File: src/rtl/load_pkg.sv
// Shared encodings for the MEM-stage load sequencer.
// Load opcodes, FSM states and the timeout counter width helper.
`timescale 1ns/1ps
package load_pkg;

  localparam logic [2:0] LD_LB  = 3'b000;
  localparam logic [2:0] LD_LH  = 3'b001;
  localparam logic [2:0] LD_LW  = 3'b011;
  localparam logic [2:0] LD_LBU = 3'b100;
  localparam logic [2:0] LD_LHU = 3'b101;

  typedef enum logic [1:0] {
    S_IDLE,
    S_BUSY,
    S_DONE
  } state_e;

  localparam int TIMEOUT_DEF = 16;

  function automatic int cnt_w(input int n);
    return (n > 1) ? $clog2(n) : 1;
  endfunction

endpackage

File: src/rtl/load_extend.sv
// Byte/halfword select and sign/zero extension of a read word.
// Little-endian lane select by the latched address offset.
`timescale 1ns/1ps
module load_extend
  import load_pkg::*;
(
  input  logic [31:0] i_word,
  input  logic [2:0]  i_op,
  input  logic [1:0]  i_off,
  output logic [31:0] o_data
);

  logic [7:0]  w_byte;
  logic [15:0] w_half;

  always_comb begin
    w_byte = i_word[7:0];
    unique case (i_off)
      2'd0: w_byte = i_word[7:0];
      2'd1: w_byte = i_word[15:8];
      2'd2: w_byte = i_word[23:16];
      2'd3: w_byte = i_word[31:24];
      default: w_byte = i_word[7:0];
    endcase
  end

  assign w_half = i_off[1] ? i_word[31:16] : i_word[15:0];

  always_comb begin
    o_data = i_word;
    case (i_op)
      LD_LB:   o_data = {{24{w_byte[7]}}, w_byte};
      LD_LBU:  o_data = {24'd0, w_byte};
      LD_LH:   o_data = {{16{w_half[15]}}, w_half};
      LD_LHU:  o_data = {16'd0, w_half};
      default: o_data = i_word;
    endcase
  end

endmodule

File: src/rtl/load_ext_ctrl.sv
// MEM-stage load sequencer: word read handshake, extension, stall.
// Optional bus timeout abort when LOAD_TIMEOUT_EN is defined.
`timescale 1ns/1ps
module load_ext_ctrl
  import load_pkg::*;
#(
  parameter int TIMEOUT_CYCLES = TIMEOUT_DEF
)(
  input  logic        clk,
  input  logic        rst_n,
  input  logic        ld_valid,
  input  logic [2:0]  ld_op,
  input  logic [31:0] addr,
  input  logic        flush,
  output logic        mem_req,
  output logic [31:0] mem_addr,
  input  logic        mem_ack,
  input  logic [31:0] mem_rdata,
  output logic        stall,
  output logic [31:0] ld_data,
  output logic        ld_done,
  output logic        misalign_exc,
  output logic [31:0] bad_addr,
  output logic        bus_err
);

  state_e      r_state;
  state_e      w_next;
  logic        r_mem_req;
  logic [31:0] r_mem_addr;
  logic [2:0]  r_op;
  logic [1:0]  r_off;
  logic        r_drop;
  logic [31:0] r_ld_data;
  logic [31:0] w_ext;
  logic        w_legal;
  logic        w_mis;
  logic        w_idle;
  logic        w_busy;
  logic        w_accept;
  logic        w_ack;
  logic        w_abort;

  assign w_legal = ld_op inside {LD_LB, LD_LH, LD_LW, LD_LBU, LD_LHU};
  assign w_mis   = ((ld_op == LD_LH || ld_op == LD_LHU) && addr[0])
                 || (ld_op == LD_LW && addr[1:0] != 2'b00);
  assign w_idle  = (r_state == S_IDLE);
  assign w_busy  = (r_state == S_BUSY);
  assign w_accept = w_idle & ld_valid & w_legal & ~w_mis & ~flush;
  assign w_ack   = w_busy & mem_ack;

`ifdef LOAD_TIMEOUT_EN
  localparam int CW = cnt_w(TIMEOUT_CYCLES);
  logic [CW-1:0] r_cnt;
  logic          r_bus_err;

  assign w_abort = w_busy & ~mem_ack
                 & (r_cnt == CW'(TIMEOUT_CYCLES - 1));

  always_ff @(posedge clk or negedge rst_n) begin
    if (!rst_n) begin
      r_cnt     <= '0;
      r_bus_err <= 1'b0;
    end else begin
      r_bus_err <= w_abort;
      if (w_accept)
        r_cnt <= '0;
      else if (w_busy && !mem_ack && !w_abort)
        r_cnt <= r_cnt + 1'b1;
    end
  end

  assign bus_err = r_bus_err;
`else
  assign w_abort = 1'b0;
  assign bus_err = 1'b0;
`endif

  load_extend u_ext (
    .i_word (mem_rdata),
    .i_op   (r_op),
    .i_off  (r_off),
    .o_data (w_ext)
  );

  always_comb begin
    w_next = r_state;
    unique case (r_state)
      S_IDLE: if (w_accept) w_next = S_BUSY;
      S_BUSY: begin
        if (mem_ack)
          w_next = (r_drop || flush) ? S_IDLE : S_DONE;
        else if (w_abort)
          w_next = S_IDLE;
      end
      S_DONE: w_next = S_IDLE;
      default: w_next = S_IDLE;
    endcase
  end

  always_ff @(posedge clk or negedge rst_n) begin
    if (!rst_n) begin
      r_state    <= S_IDLE;
      r_mem_req  <= 1'b0;
      r_mem_addr <= '0;
      r_op       <= LD_LW;
      r_off      <= 2'b00;
      r_drop     <= 1'b0;
      r_ld_data  <= '0;
    end else begin
      r_state <= w_next;
      if (w_accept) begin
        r_mem_req  <= 1'b1;
        r_mem_addr <= {addr[31:2], 2'b00};
        r_op       <= ld_op;
        r_off      <= addr[1:0];
        r_drop     <= 1'b0;
      end else if (w_ack || w_abort) begin
        r_mem_req <= 1'b0;
      end
      // A squash mid-handshake only suppresses the writeback
      if (w_busy && flush)
        r_drop <= 1'b1;
      if (w_ack)
        r_ld_data <= w_ext;
    end
  end

  assign mem_req      = r_mem_req;
  assign mem_addr     = r_mem_addr;
  assign ld_data      = r_ld_data;
  assign stall        = w_accept | w_busy;
  assign ld_done      = (r_state == S_DONE) & ~flush;
  assign misalign_exc = w_idle & ld_valid & w_legal & w_mis & ~flush;
  assign bad_addr     = addr;

endmodule

File: config.mk
export PLATFORM = sky130hd
export DESIGN_NAME = load_ext_ctrl
export DESIGN_NICKNAME = d
export VERILOG_FILES = /design/src/rtl/load_pkg.sv /design/src/rtl/load_extend.sv /design/src/rtl/load_ext_ctrl.sv
export SDC_FILE = /design/constraint.sdc
export NUM_CORES = 1
export LEC_CHECK = 0
export CORE_MARGIN = 5
export CORE_UTILIZATION = 41
export CTS_CLUSTER_DIAMETER = 80
export CTS_CLUSTER_SIZE = 8
export DETAILED_ROUTE_END_ITERATION = 16
export GPL_TIMING_DRIVEN = 1
export MAX_ROUTING_LAYER = met4
export PLACE_DENSITY = 0.9
export SETUP_SLACK_MARGIN = 0.4
export SLEW_MARGIN = 20
export SYNTH_ARGS = -nofsm -noshare
export SYNTH_HDL_FRONTEND = slang
export SYNTH_SLANG_ARGS = --single-unit
File: constraint.sdc
create_clock -name clk -period 2.5 [get_ports clk]
set_input_delay 0.25 -clock clk [delete_from_list [all_inputs] [get_ports clk]]
set_output_delay 0.25 -clock clk [all_outputs]
set_load 0.01 [all_outputs]
==> results of run 1 <==
through the flow:
stage / worst slack (ns) / cells / utilization, %
global placement: 0.09981 / 569 / 59.75
floorplan: 0.5634 / 334 / -
global route: 0.3760 / 585 / 62.13
finish: 0.4338 / 585 / 62.13
detailed placement: 0.06249 / 569 / 59.75
CTS: 0.3400 / 584 / 62.05
routing by layer:
| layer | track usage, % | part of all wire, % | up-vias |
|---|---|---|---|
| met5 | - | 0 | - |
| met4 | 6.842 | 2.1 | 0 |
| met3 | 4.167 | 5.5 | 17 |
| met2 | 30.78 | 50 | 136 |
| met1 | 25.20 | 43 | 1458 |
| li1 | - | - | 1407 |
final timing paths:
kind,start,end,slack (ns),cells past startpoint
max,r_state[0],misalign_exc,0.43,3
max reg2reg,r_state[0],mem_addr[12],0.47,4
min,rst_n,ld_data[6],0.05,1
min in group clk,r_drop,r_state[1],0.44,1
min reg2reg,r_drop,r_state[1],0.44,1
max in group asynchronous,rst_n,mem_addr[14],1.87,1
cell families after synthesis:
group                  after synthesis  synth area share, %
multiplexers                        51                16.71
buffers and inverters               59                10.50
AO/OA/AOI/OAI                       68                11.89
AND/OR/NAND/NOR                     82                11.20
other                                1               0.1045
flip-flops                          71                49.60
sequential cells by signal (all words and copies together), names as in the netlist:
register  count
mem_addr     30
r_op          3
r_off         2
r_drop        1
ld_data      32
r_state       2
mem_req       1
power groups by stage:
stage | Clock [W] | Combinational, W | Sequential, W
3_5_place_dp | 0 | 0.00201 | 0.00184
4_1_cts | 0.000870 | 0.00203 | 0.00182
6_report | 0.000848 | 0.00201 | 0.00182
5_1_grt | 0.000921 | 0.00215 | 0.00187
3_3_place_gp | 0 | 0.00197 | 0.00181
2_1_floorplan | 0 | 0.000719 | 0.00197
repair_timing:
item                                    CTS  global route
hold buffers                              0             0
endpoints found under the hold margin     0             0
setup buffers                             1             1
resized for setup                         9             2
endpoints found under the setup margin    4            10
cells in the final DEF, fill, tap and decap left out, types with 9 or more instances in the layout:
master           count
a21oi_1             32
buf_4               17
clkbuf_8            13
clkdlybuf4s50_1    166
dfrtp_1             69
mux2_2              41
nand2_1             31
nand3b_1             9
nor2_1              21
o21ai_0             15
synth_stat cells, drive strengths merged:
master / n
conb: 1
a221o: 1
nor2: 21
o31ai: 1
and2: 1
nor3: 7
a2bb2oi: 2
nor3b: 6
a22o: 1
a211oi: 5
o2bb2ai: 5
or4b: 1
mux2i: 4
o41ai: 1
dfrtp: 69
a211o: 2
nor2b: 1
buf: 42
or3b: 1
o221a: 1
o21ai: 15
dfstp: 2
nand3b: 9
nand2b: 3
o21a: 2
clkbuf: 14
mux4: 1
a21oi: 32
and3b: 1
inv: 3
nand2: 31
mux2: 46
final cells by class:
class | instances | area, um2 | share of cell area, %
flip-flops and latches | 71 | 1779 | 33.16
clock buffers | 14 | 182.7 | 3.405
multi-input cells | 204 | 1451 | 27.05
repair buffers | 185 | 1805 | 33.65
well taps | 108 | 135.1 | 2.519
inverters | 3 | 11.26 | 0.2099
==> impl_metrics.py, run 1 <==
metrics = {
    "run_status": {
        "status": "completed",
    },
    "grt": {
        "grt_pass1_wl_mm": 16.67,
        "grt_overflow": 0,
        "grt_pass1_vias": 3190,
        "antenna_found_initial": 0,
        "grt_max_degree": 72,
        "track_usage_pct": 19.61,
    },
    "sta": {
        "hold_slack_ns": 0.05249,
        "post-route-period-util_pct": 82.65,
        "skew_ns": 0.01349,
        "tightest_slew_ns": 0.8975,
        "setup_tns_ns": 0,
        "fin_crit_ns": 2.066,
        "fmax_mhz": 484.0,
        "final-max-slew-violation-count": 0,
        "rsz0062_at_grt": "yes",
        "finalHoldViolations": 0,
        "setup_violations": 0,
        "max_slew_margin_pct": 40.17,
    },
    "floorplan": {
        "die_w_um": 103.5,
        "io_pins": 173,
        "fp.coreArea_um2": 8636,
        "start_util_pct": 41.54,
        "die_area_um2": 10720,
        "rows": 34,
        "die_y_um": 103.5,
    },
    "pwr": {
        "p_seq_share_pct": 38.9,
        "power_leakage_nw": 2.238,
        "p_int_w": 0.003196,
        "comb_power_share_pct": 43.0,
        "ir_worst_vdd_mv": 0.3927,
        "netSwitchingFraction_pct": 31.65,
        "switching_power_w": 0.001480,
        "pwr-share-clk_pct": 18.1,
        "cellPowerDensity_nw_per_um2": 871.5,
        "total_power_w": 0.004676,
    },
    "yosys": {
        "synth_area_leaders": "dfrtp_1, mux2_2, buf_4, a21oi_1, nand2_1",
        "yosysSeqAreaShare_pct": 49.60,
        "synth_seq_cells": 71,
        "netlist.area_leader.share_pct": 48.13,
        "yosysWarnings": 0,
        "yosysUniqueCellTypes": 35,
        "synthesis.area_um2": 3587,
        "syn_inst": 332,
        "syn_avg_cell_area_um2": 10.80,
        "synth.largest_area_cell": "dfrtp_1",
    },
    "hold_path": {
        "hold_class": "in -> async",
    },
    "place": {
        "place_hpwl_mm": 7.860,
        "dpl-instance-area_um2": 5160,
        "gp_congestion": 0.8791,
        "io_buffers": 169,
    },
    "clock_network": {
        "cts_root_buf": "clkbuf_8",
        "htreeDepth": 3,
        "cts_buffers": 9,
        "clk_pin_slew_ns": 0.07,
        "cts.sinks": 71,
        "clkLatencyLatePin_ns": 0.33,
        "cts_tree": "yes",
        "clk_path_buf_depth": 2,
    },
    "setup_path": {
        "worstPathRequired_ns": 2.25,
        "worstPathCellList": "or4b_4, nor3_1, clkdlybuf4s15_2",
        "cp_max_fo": 3,
        "crit_slowest_cell": "or4b_4",
        "critPathTopFamily": "simple AND/OR/NAND/NOR gates",
        "setup.worst_path.class": "reg -> out",
        "end_kind": "output pin",
        "critPathLaunchType": "register",
        "crit_arrival_ns": 1.82,
        "cp_slowest_stage_delay_ns": 0.56,
        "path_buf_inv": 1,
    },
    "route": {
        "first_pass_iters": 6,
        "wl_per_cell_um": 17.90,
        "viasPerCell": 5.159,
        "vias": 3018,
        "first_iter_violations": 157,
        "drc": 0,
        "wl_mm": 10.47,
        "ant_nets": 0,
    },
    "cells_and_area": {
        "areaGrowthSynthToFinish_pct": 49.56,
        "antenna_cells": 0,
        "nets": 546,
        "finalInstanceArea_um2": 5365,
        "nFillCells": 682,
        "drive_above_1_share_pct": 18.24,
    },
    "job": {
        "maxCapViolations": 0,
    },
}
Power figures use the tool's default switching activity.
==> run 2: changes to the inputs <==
==> constraint.sdc (replaced) <==
create_clock -name clk -period 2 [get_ports clk]
set_input_delay 0.2 -clock clk [delete_from_list [all_inputs] [get_ports clk]]
set_output_delay 0.2 -clock clk [all_outputs]
set_load 0.01 [all_outputs]
==> impl_metrics.py, run 2 (synthesized netlist as in run 1, its figures left out) <==
metrics = {
    "setup_path": {
        "cp_max_fo": 2,
        "crit_slowest_cell": "or4b_4",
        "cp_slowest_stage_delay_ns": 0.55,
        "critPathLaunchType": "register",
        "worstPathCellList": "or4b_4, a221o_2, nand2_2, buf_6",
        "setup.worst_path.class": "reg -> out",
        "worstPathRequired_ns": 1.80,
        "crit_arrival_ns": 1.83,
        "end_kind": "output pin",
    },
    "sta": {
        "rsz0062_at_grt": "yes",
        "setup_tns_ns": -0.03240,
        "fmax_mhz": 492.9,
        "skew_ns": 0.01115,
        "final-max-slew-violation-count": 0,
        "finalHoldViolations": 0,
        "setup_ws_ns": -0.02901,
        "fin_crit_ns": 2.029,
        "setup_violations": 2,
        "hold_slack_ns": 0.3235,
        "post-route-period-util_pct": 101.5,
    },
    "clock_network": {
        "cts.sinks": 71,
        "clk_pin_slew_ns": 0.08,
        "cts_tree": "yes",
        "clkLatencyLatePin_ns": 0.34,
        "htreeDepth": 3,
        "cts_buffers": 9,
        "cts_root_buf": "clkbuf_8",
        "clk_path_buf_depth": 2,
    },
    "place": {
        "dpl.cell_count": 580,
        "place_hpwl_mm": 8.392,
        "dp_slack_ns": -0.3456,
        "gp_congestion": 0.8540,
        "io_buffers": 169,
    },
    "cells_and_area": {
        "areaGrowthSynthToFinish_pct": 70.14,
        "nets": 574,
        "drive_above_1_share_pct": 33.33,
        "mostFrequentLayoutCells": "clkdlybuf4s50_1, dfrtp_1, mux2_2",
        "layout_commonest_cell": "clkdlybuf4s50_1",
        "final_util_pct": 70.68,
        "largest_register_ffs": 32,
        "antenna_cells": 0,
        "fin_cells": 615,
    },
    "floorplan": {
        "start_util_pct": 41.54,
        "die_area_um2": 10720,
        "die_y_um": 103.5,
        "fp.coreArea_um2": 8636,
        "io_pins": 173,
        "rows": 34,
        "die_w_um": 103.5,
    },
    "grt": {
        "antenna_found_initial": 0,
        "grt_overflow": 0,
        "grt_pass1_vias": 3424,
        "grt_pass1_wl_mm": 17.95,
        "grt_max_degree": 45,
        "track_usage_pct": 21.38,
    },
    "pwr": {
        "power_leakage_nw": 2.495,
        "cellPowerDensity_nw_per_um2": 1080,
        "ir_worst_vdd_mv": 0.6342,
    },
    "route": {
        "vias": 3280,
        "drc": 0,
        "wl_per_cell_um": 20.05,
        "ant_nets": 0,
        "first_iter_violations": 226,
        "viasPerCell": 5.333,
        "first_pass_iters": 4,
        "wl_mm": 12.33,
    },
    "hold_path": {
        "hold_class": "in -> async",
    },
    "job": {
        "maxCapViolations": 0,
    },
    "run_status": {
        "violations": "negative setup slack",
        "status": "complete, but fails checks",
    },
}
-- run 2: changes by cell type in the layout (fill, tap and decap cells not counted), moves of 5 or more --
cell and change:
a211oi_4 +5, a21oi_1 -29, a21oi_4 +7, a211oi_1 -5
a21oi_2 +22, buf_6 +13, buf_4 +7
-- run 2: final timing paths --
check	startpoint	endpoint	slack, ns	depth (start not counted)
min in group clk	mem_rdata[6]	ld_data[6]	0.43	2
min reg2reg	r_drop	r_state[1]	0.44	1
max reg2reg	r_state[1]	mem_addr[20]	0	4
max	r_state[1]	stall	-0.03	4
min	rst_n	ld_data[9]	0.32	2
max in group asynchronous	rst_n	r_op[0]	1.05	3
-- run 2: critical path, delay by kind of cell, from the launching register on --
family | cells | cell delay, ns
buffers and inverters | 1 | 0.10
and+or+nand+nor | 2 | 0.63
DFF | 1 | 0.40
AOI/OAI and AO/OA | 1 | 0.36
-- run 2: per-layer routing --
layer | share of wire, % | GRT usage (%) | vias up | wire, um
li1 | - | - | 1466 | -
met1 | 39 | 24.71 | 1622 | 4798
met2 | 52 | 36.16 | 161 | 6372
met3 | 6.4 | 5.286 | 31 | 785
met4 | 3.0 | 7.404 | 0 | 371
met5 | 0 | - | - | 0
-- run 2: per-stage QoR --
step	total power (W)	cell area, um2
2_1_floorplan	0.003425	3656
3_3_place_gp	0.004823	5324
3_5_place_dp	0.004930	5324
4_1_cts	0.006338	5746
5_1_grt	0.006954	6103
6_report	0.006594	6103
-- run 2: power by group --
| part | internal, W | switching [W] | total (W) |
|---|---|---|---|
| registers | 0.00195 | 0.000336 | 0.00229 |
| logic | 0.00173 | 0.00130 | 0.00303 |
| clock network | 0.000737 | 0.000537 | 0.00127 |
-- run 2: timing repair --
action                                 in CTS  in global routing
resized for setup                          44                 51
cloned                                      1                  4
endpoints found under the hold margin      27                  0
setup endpoints to repair                  64                 73
buffers inserted                            6                  7
pin swaps                                   2                 11
hold buffers                                1                  0
-- run 2: cell type report --
class / instances / area (um2)
fill: 607 / 2532
inverter: 3 / 11.26
tap: 108 / 135.1
multi-input combinational: 204 / 1784
clock inverter: 5 / 81.33
clock buffer: 11 / 141.4
sequential: 71 / 1779
timing repair buffer: 213 / 2171
==> run 3: changes to the inputs <==
--- a/config.mk
+++ b/config.mk
@@ -6,13 +6,13 @@
 export NUM_CORES = 1
 export LEC_CHECK = 0
 export CORE_MARGIN = 5
-export CORE_UTILIZATION = 41
+export CORE_UTILIZATION = 44
 export CTS_CLUSTER_DIAMETER = 80
 export CTS_CLUSTER_SIZE = 8
 export DETAILED_ROUTE_END_ITERATION = 16
 export GPL_TIMING_DRIVEN = 1
 export MAX_ROUTING_LAYER = met4
-export PLACE_DENSITY = 0.9
+export PLACE_DENSITY = 0.95
 export SETUP_SLACK_MARGIN = 0.4
 export SLEW_MARGIN = 20
 export SYNTH_ARGS = -nofsm -noshare
==> constraint.sdc (replaced) <==
create_clock -name clk -period 2.4 [get_ports clk]
set_input_delay 0.24 -clock clk [delete_from_list [all_inputs] [get_ports clk]]
set_output_delay 0.24 -clock clk [all_outputs]
set_load 0.01 [all_outputs]
==> impl_metrics.py, run 3 (synthesized netlist as in run 1, its figures left out) <==
metrics = {
    "sta": {
        "tightest_slew_ns": 0.8835,
        "fin_crit_ns": 2.030,
        "post-route-period-util_pct": 84.57,
        "max_slew_margin_pct": 41.10,
        "setup_ws_ns": 0.3702,
        "finalHoldViolations": 0,
        "rsz0062_at_grt": "yes",
        "hold_slack_ns": 0.03383,
        "final-max-slew-violation-count": 0,
        "setup_violations": 0,
        "skew_ns": 0.009960,
        "fmax_mhz": 492.7,
    },
    "hold_path": {
        "hold_class": "in -> async",
    },
    "clock_network": {
        "clkLatencyLatePin_ns": 0.33,
        "cts_buffers": 9,
        "clk_path_buf_depth": 2,
        "cts_tree": "yes",
        "clk_pin_slew_ns": 0.07,
        "htreeDepth": 3,
        "ctsHoldBuffers": 0,
        "cts_root_buf": "clkbuf_8",
        "cts.sinks": 71,
    },
    "route": {
        "drc": 0,
        "wl_mm": 10.39,
        "ant_nets": 0,
        "viasPerCell": 5.220,
        "vias": 3059,
        "first_iter_violations": 185,
        "first_pass_iters": 4,
        "wl_per_cell_um": 17.74,
    },
    "setup_path": {
        "startpoint": "r_state[1]",
        "path_buf_inv": 1,
        "critPathLaunchType": "register",
        "r2r_start": "r_state[1]",
        "crit_arrival_ns": 2.25,
        "cp_slowest_stage_delay_ns": 0.55,
        "cp_max_fo": 38,
        "setup.worst_path.class": "reg -> reg",
        "worstPathCellList": "or4b_4, a221o_2, buf_4, mux2_4",
        "end_kind": "register",
        "crit_slowest_cell": "or4b_4",
        "critPathTopFamily": "simple AND/OR/NAND/NOR gates",
        "worstPathRequired_ns": 2.62,
    },
    "place": {
        "place_hpwl_mm": 7.895,
        "gp_congestion": 0.8832,
        "dp_slack_ns": -0.005112,
        "io_buffers": 169,
    },
    "cells_and_area": {
        "multiInputGateArea_um2": 1456,
        "nFillCells": 640,
        "drive_above_1_share_pct": 18.50,
        "ff_latch_area_um2": 1779,
        "largest_register_ffs": 32,
        "mostFrequentLayoutCells": "clkdlybuf4s50_1, dfrtp_1, mux2_2",
        "nets": 549,
        "layout_commonest_cell": "clkdlybuf4s50_1",
        "antenna_cells": 0,
        "areaGrowthSynthToFinish_pct": 49.35,
    },
    "floorplan": {
        "die_y_um": 100.3,
        "rows": 33,
        "io_pins": 173,
        "fp.coreArea_um2": 8093,
        "die_w_um": 100.3,
        "die_area_um2": 10060,
        "start_util_pct": 44.33,
    },
    "grt": {
        "track_usage_pct": 21.05,
        "grt_max_degree": 72,
        "grt_pass1_vias": 3188,
        "grt_overflow": 0,
        "antenna_found_initial": 0,
        "grt_pass1_wl_mm": 16.15,
    },
    "pwr": {
        "power_leakage_nw": 2.241,
        "cellPowerDensity_nw_per_um2": 896.1,
        "total_power_w": 0.004801,
        "ir_worst_vdd_mv": 0.4374,
    },
    "job": {
        "maxCapViolations": 0,
    },
    "run_status": {
        "status": "completed",
    },
}
-- run 3: changes by cell type in the layout (fill, tap and decap cells not counted), moves of 3 or more --
cell       previous run  this run
a21oi_2              22         0
buf_4                24        20
a211oi_1              0         5
a211oi_4              5         0
o21ai_1               3         0
o2bb2ai_1             1         5
clkbuf_1              1         4
buf_6                13         0
o2bb2ai_2             4         0
buf_12                4         0
a21oi_4               7         0
a21oi_1               3        32
o21ai_0              11        15
-- run 3: area by class of cell --
cell class                      count  share of cell area (%)
Multi-Input combinational cell    204                   27.18
Sequential cell                    71                   33.21
Inverter                            3                  0.2102
Timing Repair Buffer              188                   34.00
Clock inverter                      1                 0.09341
Tap cell                          105                   2.452
Clock buffer                       14                   2.849
-- run 3: worst reg2reg max path: cells and delay by family (launching register included) --
family / cells / cell delay, ns
buf+inv: 1 / 0.30
compound gates: 1 / 0.34
simple gates: 1 / 0.55
mux: 1 / 0.35
flops: 1 / 0.38
-- run 3: routing by layer --
metal / track usage, % / part of all wire, %
met1: 25.90 / 40
met5: - / 0
met3: 4.934 / 7.6
met2: 34.40 / 51
met4: 6.632 / 1.4
-- run 3: path summary, 6_finish.rpt --
kind	endpoint	slack, ns	cells past startpoint
worst min-delay path	mem_addr[3]	0.03	1
worst max-delay path	mem_addr[19]	0.37	4
min in group clk	r_state[1]	0.44	1
max in group asynchronous	ld_data[19]	1.80	1
worst min register to register	r_state[1]	0.44	1
worst max register to register	mem_addr[19]	0.37	4
-- run 3: through the flow --
| step | std cells | setup TNS [ns] | area [um2] | utilization (%) |
|---|---|---|---|---|
| floorplan | 334 | 0 | 3595 | - |
| global placement | 567 | 0 | 5164 | 63.81 |
| detailed placement | 567 | -0.005112 | 5164 | 63.81 |
| CTS | 584 | 0 | 5344 | 66.03 |
| global route | 586 | 0 | 5358 | 66.20 |
| finish | 586 | 0 | 5358 | 66.20 |
-- run 3: what timing repair did --
action | in CTS | in global routing
setup buffers | 2 | 2
gates resized for setup | 11 | 2
pin swaps | 0 | 1
endpoints found under the setup margin | 41 | 41
-- run 3: power by group --
| part | total (W) | switching [W] | internal, W |
|---|---|---|---|
| Clock | 0.000813 | 0.000414 | 0.000399 |
| Combinational | 0.00207 | 0.000849 | 0.00122 |
| Sequential | 0.00191 | 0.000284 | 0.00163 |
| Total | 0.00480 | 0.00155 | 0.00325 |
